[config.mk]
export PLATFORM = sky130hd
export DESIGN_NAME = ysyx_25060170_fetch_ctrl
export DESIGN_NICKNAME = d
export VERILOG_FILES = /design/src/rtl/ysyx_25060170_fetch_ctrl.sv
export SDC_FILE = /design/constraint.sdc
export NUM_CORES = 1
export LEC_CHECK = 0
export BUFFER_PORTS_ARGS = -buffer_cell sky130_fd_sc_hd__buf_2
export CAP_MARGIN = 0
export CORE_MARGIN = 10
export CORE_UTILIZATION = 30
export DETAILED_ROUTE_END_ITERATION = 6
export PLACE_DENSITY = 0.52
export SYNTH_ARGS = -nofsm -noshare
export SYNTH_HDL_FRONTEND = slang
export SYNTH_SLANG_ARGS = --single-unit
export TNS_END_PERCENT = 20
[constraint.sdc]
create_clock -name clk -period 2.2 [get_ports clk]
set_clock_uncertainty 0.2 [all_clocks]
set_input_delay 0.44 -clock clk [delete_from_list [all_inputs] [get_ports clk]]
set_output_delay 0.44 -clock clk [all_outputs]
set_load 0.02 [all_outputs]
[src/rtl/ysyx_25060170_fetch_ctrl.sv]
// ysyx_25060170_fetch_ctrl
// Instruction fetch sequencer for the IFU. Owns the fetch PC, keeps at most one
// request outstanding on the instruction memory port, and hands {pc, inst} to ID
// through a valid/ready handshake. Redirects from LS, EX and ID (highest priority
// first) retarget the PC. A response that belongs to a superseded request is
// swallowed instead of being presented.
module ysyx_25060170_fetch_ctrl #(
  parameter int              PC_W     = 32,
  parameter int              INST_W   = 32,
  parameter logic [PC_W-1:0] RESET_PC = 32'h8000_0000
) (
  input  logic              clk,
  input  logic              rst_n,
  input  logic              id_pc_jump,
  input  logic [PC_W-1:0]   id_pc_i,
  input  logic              ie_pc_jump,
  input  logic [PC_W-1:0]   ie_pc_i,
  input  logic              ls_pc_jump,
  input  logic [PC_W-1:0]   ls_pc_i,
  output logic              imem_req_valid,
  input  logic              imem_req_ready,
  output logic [PC_W-1:0]   imem_req_addr,
  input  logic              imem_rsp_valid,
  input  logic [INST_W-1:0] imem_rsp_data,
  output logic              if_valid,
  input  logic              id_ready,
  output logic [PC_W-1:0]   if_pc,
  output logic [INST_W-1:0] if_inst
);

  typedef enum logic [1:0] {
    IDLE,
    REQ,
    WAIT,
    HOLD
  } state_t;

  localparam logic [PC_W-1:0] ALIGN_MASK = {{(PC_W-2){1'b1}}, 2'b00};
  localparam logic [PC_W-1:0] PC_STEP    = {{(PC_W-3){1'b0}}, 3'd4};

  state_t            state;
  logic [PC_W-1:0]   pc;
  logic              drop;
  logic              redir_pend;
  logic [PC_W-1:0]   redir_pc;

  logic              jump;
  logic [PC_W-1:0]   target;
  logic [PC_W-1:0]   next_seq_pc;

  // Merge the three redirect sources; the oldest stage (LS) wins, and targets are word aligned.
  always_comb begin
    jump        = ls_pc_jump | ie_pc_jump | id_pc_jump;
    target      = '0;
    if (ls_pc_jump) begin
      target = ls_pc_i & ALIGN_MASK;
    end else if (ie_pc_jump) begin
      target = ie_pc_i & ALIGN_MASK;
    end else begin
      target = id_pc_i & ALIGN_MASK;
    end
    next_seq_pc = if_pc + PC_STEP;
  end

  // A redirect in the same cycle kills the presented instruction, so ID never sees a stale one.
  always_comb begin
    if_valid = (state == HOLD) && !jump;
  end

  assign imem_req_addr = pc;

  // Fetch sequencer: issue, wait for the response, present it, then pick the next PC.
  always_ff @(posedge clk or negedge rst_n) begin
    if (!rst_n) begin
      state          <= IDLE;
      imem_req_valid <= 1'b0;
      pc             <= RESET_PC;
      if_pc          <= '0;
      if_inst        <= '0;
      drop           <= 1'b0;
      redir_pend     <= 1'b0;
      redir_pc       <= '0;
    end else begin
      case (state)
        IDLE: begin
          state          <= REQ;
          imem_req_valid <= 1'b1;
          pc             <= jump ? target : RESET_PC;
        end

        REQ: begin
          if (imem_req_ready) begin
            state          <= WAIT;
            imem_req_valid <= 1'b0;
            drop           <= redir_pend | jump;
            if (jump) begin
              redir_pc <= target;
            end
          end else if (jump) begin
            // The address must stay stable while the request is pending, so park the redirect.
            redir_pend <= 1'b1;
            redir_pc   <= target;
          end
        end

        WAIT: begin
          if (imem_rsp_valid) begin
            if (drop || jump) begin
              state          <= REQ;
              imem_req_valid <= 1'b1;
              pc             <= jump ? target : redir_pc;
              drop           <= 1'b0;
              redir_pend     <= 1'b0;
            end else begin
              state   <= HOLD;
              if_inst <= imem_rsp_data;
              if_pc   <= pc;
            end
          end else if (jump) begin
            drop     <= 1'b1;
            redir_pc <= target;
          end
        end

        HOLD: begin
          if (jump) begin
            state          <= REQ;
            imem_req_valid <= 1'b1;
            pc             <= target;
          end else if (id_ready) begin
            state          <= REQ;
            imem_req_valid <= 1'b1;
            pc             <= next_seq_pc;
          end
        end

        default: begin
          state          <= IDLE;
          imem_req_valid <= 1'b0;
        end
      endcase
    end
  end

endmodule

# After elaboration in Yosys (flattened, before gate mapping)
# Index checks and enable logic that the tools add are counted.
# op_classes
eq_ne	12
n_reduce_logical	13
bitwise	4
addsub	1
mux	31
# ops
cell	count
32-bit two-way mux	9
32-bit one-hot mux with 3 select lines	1
32-bit one-hot mux with 2 select lines	1
32-bit by 3-bit adder with 32-bit output (second input constant)	1
2-bit != test (second input constant)	6
4-bit AND reduction	3
1-bit two-way mux	11
2-bit two-way mux	5
3-bit != test (second input constant)	3
2-bit one-hot mux with 4 select lines	1
3-bit AND reduction	2
5-bit AND reduction	1
2-bit == test (second input constant)	2
1-bit one-hot mux with 2 select lines	2
1-bit one-hot mux with 4 select lines	1
1-bit OR	3
3-bit nonzero test	1
2-bit by 1-bit == test with 1-bit output (second input constant)	1
2-bit logical NOT	1
2-bit AND reduction	1
2-bit nonzero test	1
1-bit logical AND	1
1-bit logical NOT	1
1-bit logical OR	1
1-bit NOT	1
# totals
regBits	133
word_cells	69
inputBits	136

# Logic depth before layout (Yosys ltp)
# depth
depth_word	6
mapped_depth	10
mapped_depth_nobuf	7

# Least setup slack after synthesis
# Ideal clock, no wire load.
# synth_path
kind	input port to flip-flop
start	in ls_pc_jump
end	reg if_pc[15]
setup_time_ps	125
slack_ps	-197
path_stages	9
t_arrival_ps	2072
n_path_buf	5
cell_sequence	buf_2 -> or3_1 -> buf_4 -> nor3_4 -> and2_1 -> buf_4 -> buf_8 -> buf_6 -> mux2_2
# synth_between
elab_chain_len	5
# synth_lines
item	line_no	text
start, declared	18	input logic ls_pc_jump,
1-bit OR (2 in series)	53	jump = ls_pc_jump | ie_pc_jump | id_pc_jump;
1-bit logical OR	108	if (drop || jump) begin
1-bit NOT (no source line)	-	
3-bit AND reduction (no source line)	-	
end signal, assigned	117	if_pc <= pc;
end, declared	27	output logic [PC_W-1:0] if_pc,
# Every way passes these cells.
# A chain may end at the register's enable or synchronous reset.

# Final worst setup path
# layout_path
start	reg state[0]
end	out if_valid
# layout_between
elab_chain_len	2
# layout_lines
item	line_no	text
start, declared	41	state_t state;
start signal, assigned	75	state <= IDLE;
start signal, assigned	86	state <= REQ;
start signal, assigned	93	state <= WAIT;
2-bit == test	67	if_valid = (state == HOLD) && !jump;
1-bit logical AND	67	
end, declared	25	output logic if_valid,
# Every way passes these cells.

==> metrics.json <==
{
  "postSynthRegisterBits": {"value": 133},
  "p_int": {"value": 6864, "unit": "uW"},
  "nNetsFinal": {"value": 1109},
  "run_status": {"value": "finished, violations left"},
  "cap_violations": {"value": 0},
  "floorplan.rows": {"value": 55},
  "pwr-share-seq": {"value": 35.1, "unit": "%"},
  "synth_top_family_by_area": {"value": "simple AND/OR/NAND/NOR gates"},
  "muxShareOfSynthArea": {"value": 12.01, "unit": "%"},
  "grt_first_pass_wirelength": {"value": 35620, "unit": "um"},
  "cp_cell_sequence": {"value": "ha_2, or4b_4, clkinv_4, buf_6"},
  "avg_vias_per_cell": {"value": 4.857},
  "finalWirelength": {"value": 23210, "unit": "um"},
  "vdd_drop_max": {"value": 0.3850, "unit": "mV"},
  "antenna_found_initial": {"value": 0},
  "average_cell_area_after_synthesis": {"value": 10.20, "unit": "sq um"},
  "synth-xor-area-share": {"value": 1.658, "unit": "%"},
  "synth-adder-area-share": {"value": 1.093, "unit": "%"},
  "holdWs": {"value": 0.05074, "unit": "ns"},
  "mostFrequentLayoutCell": {"value": "buf_2"},
  "clockPowerShare": {"value": 28.2, "unit": "%"},
  "worstPathMaxFanout": {"value": 3},
  "gr-usage-all-layers": {"value": 15.76, "unit": "%"},
  "final_critical_path_setup_slack": {"value": -0.1186, "unit": "ns"},
  "ios": {"value": 234},
  "worstSetupStartpointType": {"value": "register"},
  "vias": {"value": 6139},
  "regToRegEndpoint": {"value": "imem_req_addr[3]"},
  "grt_met2_use": {"value": 24.46, "unit": "%"},
  "post_synthesis_compound_gate_area_fraction": {"value": 16.11, "unit": "%"},
  "slew_viol_final": {"value": 0},
  "timing.max_slew.rel_slack": {"value": 64.33, "unit": "%"},
  "first_global_vias": {"value": 6239},
  "cts-buffers-inserted": {"value": 17},
  "synth.top_cell.area_share": {"value": 48.10, "unit": "%"},
  "grt.met1_usage": {"value": 20.65, "unit": "%"},
  "arrival": {"value": 1.68, "unit": "ns"},
  "slowest_stage": {"value": "or4b_4"},
  "synth_warnings": {"value": 0},
  "port_buffers": {"value": 227},
  "whs_endpoint": {"value": "if_inst[22]"},
  "grt.busiest_layer": {"value": "met2"},
  "crit_path_max_incr_delay": {"value": 0.52, "unit": "ns"},
  "worst_ep_required_time": {"value": 1.56, "unit": "ns"},
  "ant_nets_after_route": {"value": 0},
  "post-dp-hpwl": {"value": 18490, "unit": "um"},
  "switching_power": {"value": 3897, "unit": "uW"},
  "largest_area_contributor_in_the_netlist": {"value": "dfrtp_1"},
  "die-area": {"value": 29340, "unit": "sq um"},
  "critical_path_class": {"value": "reg2out"},
  "final_period_minus_worst_setup_slack": {"value": 2.319, "unit": "ns"},
  "gpl.final_weighted_congestion": {"value": 0.8142},
  "p_comb_share": {"value": 36.6, "unit": "%"},
  "synth_area": {"value": 6867, "unit": "sq um"},
  "initial_utilization": {"value": 30.42, "unit": "%"},
  "drt_iter0_drc": {"value": 433},
  "hp-class": {"value": "in2reg"},
  "routed_wire_length_per_instance": {"value": 18.36, "unit": "um"},
  "power-per-cell-area": {"value": 1107, "unit": "nW/um^2"},
  "synth_nets": {"value": 815},
  "yosysSeqAreaShare": {"value": 48.49, "unit": "%"},
  "tritoncts": {"value": "done"},
  "worstRegToRegCells": {"value": 8},
  "layout-area-overhead-vs-synth": {"value": 41.53, "unit": "%"},
  "synth_cell_type_count": {"value": 56},
  "grtUsageMet3": {"value": 5.547, "unit": "%"},
  "reg_to_reg_start": {"value": "state[1]"},
  "min_period_over_period": {"value": 105.4, "unit": "%"},
  "num_antenna_cells": {"value": 0},
  "grt_start_max_net_pins": {"value": 43},
  "root_buffer": {"value": "clkbuf_16"},
  "drive_gt1_share": {"value": 45.05, "unit": "%"},
  "setup.reg_to_reg.worst_slack": {"value": -0.02, "unit": "ns"},
  "grt_setup_unrepaired": {"value": "yes"},
  "min_path_cells": {"value": 2},
  "total_grt_overflow": {"value": 0},
  "cts_max_level": {"value": 4},
  "leakage": {"value": 0.004874, "unit": "uW"},
  "area_fraction_in_and_or_nand_and_nor_cells_after_synthesis": {"value": 16.33, "unit": "%"},
  "setup.worst_path.start": {"value": "state[0]"},
  "fmax_achieved": {"value": 431.3, "unit": "MHz"},
  "post_synth_inst_count": {"value": 673},
  "synth.top_cells.by_area": {"value": "dfrtp_1 (48%), mux2_2 (11%), nand2_1 (4.4%)"},
  "min_from": {"value": "imem_rsp_data[22]"},
  "cp-end-kind": {"value": "primary output"},
  "final-setup-viol-count": {"value": 5},
  "timing.final.hold_violations": {"value": 0},
  "layout.cells.most_common_list": {"value": "buf_2 (225), dfrtp_1 (132), buf_4 (82)"},
  "synth-edff-count": {"value": 0},
  "die_w": {"value": 171.3, "unit": "um"},
  "failed_checks": {"value": "negative setup slack"},
  "finalCoreUtilization": {"value": 43.05, "unit": "%"},
  "power.switching_fraction": {"value": 36.22, "unit": "%"},
  "dieHeight": {"value": 171.3, "unit": "um"},
  "core_region_area": {"value": 22570, "unit": "sq um"},
  "clk_path_buf_depth": {"value": 2},
  "tightest_slew": {"value": 0.5294, "unit": "ns"},
  "clkTransAtPathRegs": {"value": 0.06, "unit": "ns"},
  "clk-insertion-delay-late": {"value": 0.42, "unit": "ns"},
  "cts.sinks": {"value": 133},
  "synth-main-ff-cell": {"value": "dfrtp_1"},
  "post-route-drc-count": {"value": 0},
  "first_pass_iters": {"value": 4},
  "synthArstFlopShare": {"value": 100.0, "unit": "%"}
}
state kept, by name, summed over array words and instances (netlist names):
register and flops:
drop 1, redir_pc 32, if_inst 32, redir_pend 1
imem_req_addr 32, if_pc 32, imem_req_valid 1, state 2
power groups by stage:
stage | sequential, uW | combinational [uW] | clock (uW)
4_1_cts | 3780 | 3970 | 3110
6_report | 3780 | 3940 | 3040
2_1_floorplan | 4330 | 1640 | 0
3_3_place_gp | 3800 | 3850 | 0
3_5_place_dp | 3830 | 3880 | 0
5_1_grt | 3890 | 4340 | 3210
worst max-delay path, delay by kind of cell (launching register included):
kind | cells | cell delay (ns)
simple gates | 1 | 0.52
fa+ha+maj | 1 | 0.18
buf+inv | 2 | 0.19
flops | 1 | 0.36
cell families (layout without fill, tap and decap cells):
kind of cell               Yosys count  count (layout)
AOI/OAI and AO/OA                  176             176
xor gates and xnor gates            13              13
adders and majority gates            6               6
buffers and inverters               58             364
DFF                                133             133
muxes                               74              74
and+or+nand+nor                    213             213
layout make-up:
| class | count | area [sq um] |
|---|---|---|
| clock buffers | 20 | 456.7 |
| clock inverters | 11 | 173.9 |
| fillers | 2253 | 12850 |
| inverters | 11 | 46.29 |
| multi-input cells | 482 | 3358 |
| flip-flops and latches | 133 | 3329 |
| well taps | 285 | 356.6 |
| repair buffers | 322 | 1997 |
metrics by stage:
stage	TNS [ns]	setup WS (ns)	std cells	instance area, sq um	power (uW)
global route	-2.636	-0.1877	1264	9718	11440
global placement	-6.984	-0.1365	1226	8982	7646
detailed placement	-7.667	-0.1318	1226	8982	7709
CTS	-1.119	-0.1263	1264	9686	10860
finish	-0.1426	-0.1186	1264	9718	10760
floorplan	-7.055	-0.1676	673	6967	5966
cell usage after synthesis (2+ instances only):
master and instances:
a41oi_1 5, a221oi_1 12, nand2b_1 3, inv_1 10
or3_1 2, and3_1 3, nand2_1 80, o31a_1 5
xor2_1 7, nand3_1 10, nand4_1 11, ha_1 6
o211ai_1 2, a21o_1 2, a22o_1 21, a31oi_1 18
a21oi_1 50, a21boi_0 2, nor3_1 5, and3b_1 16
mux2_2 66, dfrtp_1 132, mux2i_1 7, nor2_1 46
nor4_1 9, xnor2_1 6, buf_6 5, and2_1 9
buf_4 7, buf_1 3, nand3b_1 7, buf_2 3
o21ai_0 52, or4_1 2, clkbuf_1 28
per-layer routing:
layer	wire (um)	part of all wire, %
met1	10860	47
met5	0	0
met3	1863	8.0
met2	10370	45
met4	118	0.51
worst max path at each step:
stage,to,cells after the start
floorplan,if_pc[11],9
global placement,imem_req_addr[31],8
detailed placement,if_inst[2],6
CTS,if_valid,4
global route,if_valid,4
finish,if_valid,4
what timing repair did:
action	4_1_cts	5_1_grt
setup buffers	6	0
hold buffers	1	0
hold endpoints to repair	35	0
gates resized for setup	8	8
pin swaps	2	4
endpoints found under the setup margin	24	83
(Power assumes the default switching activity.)
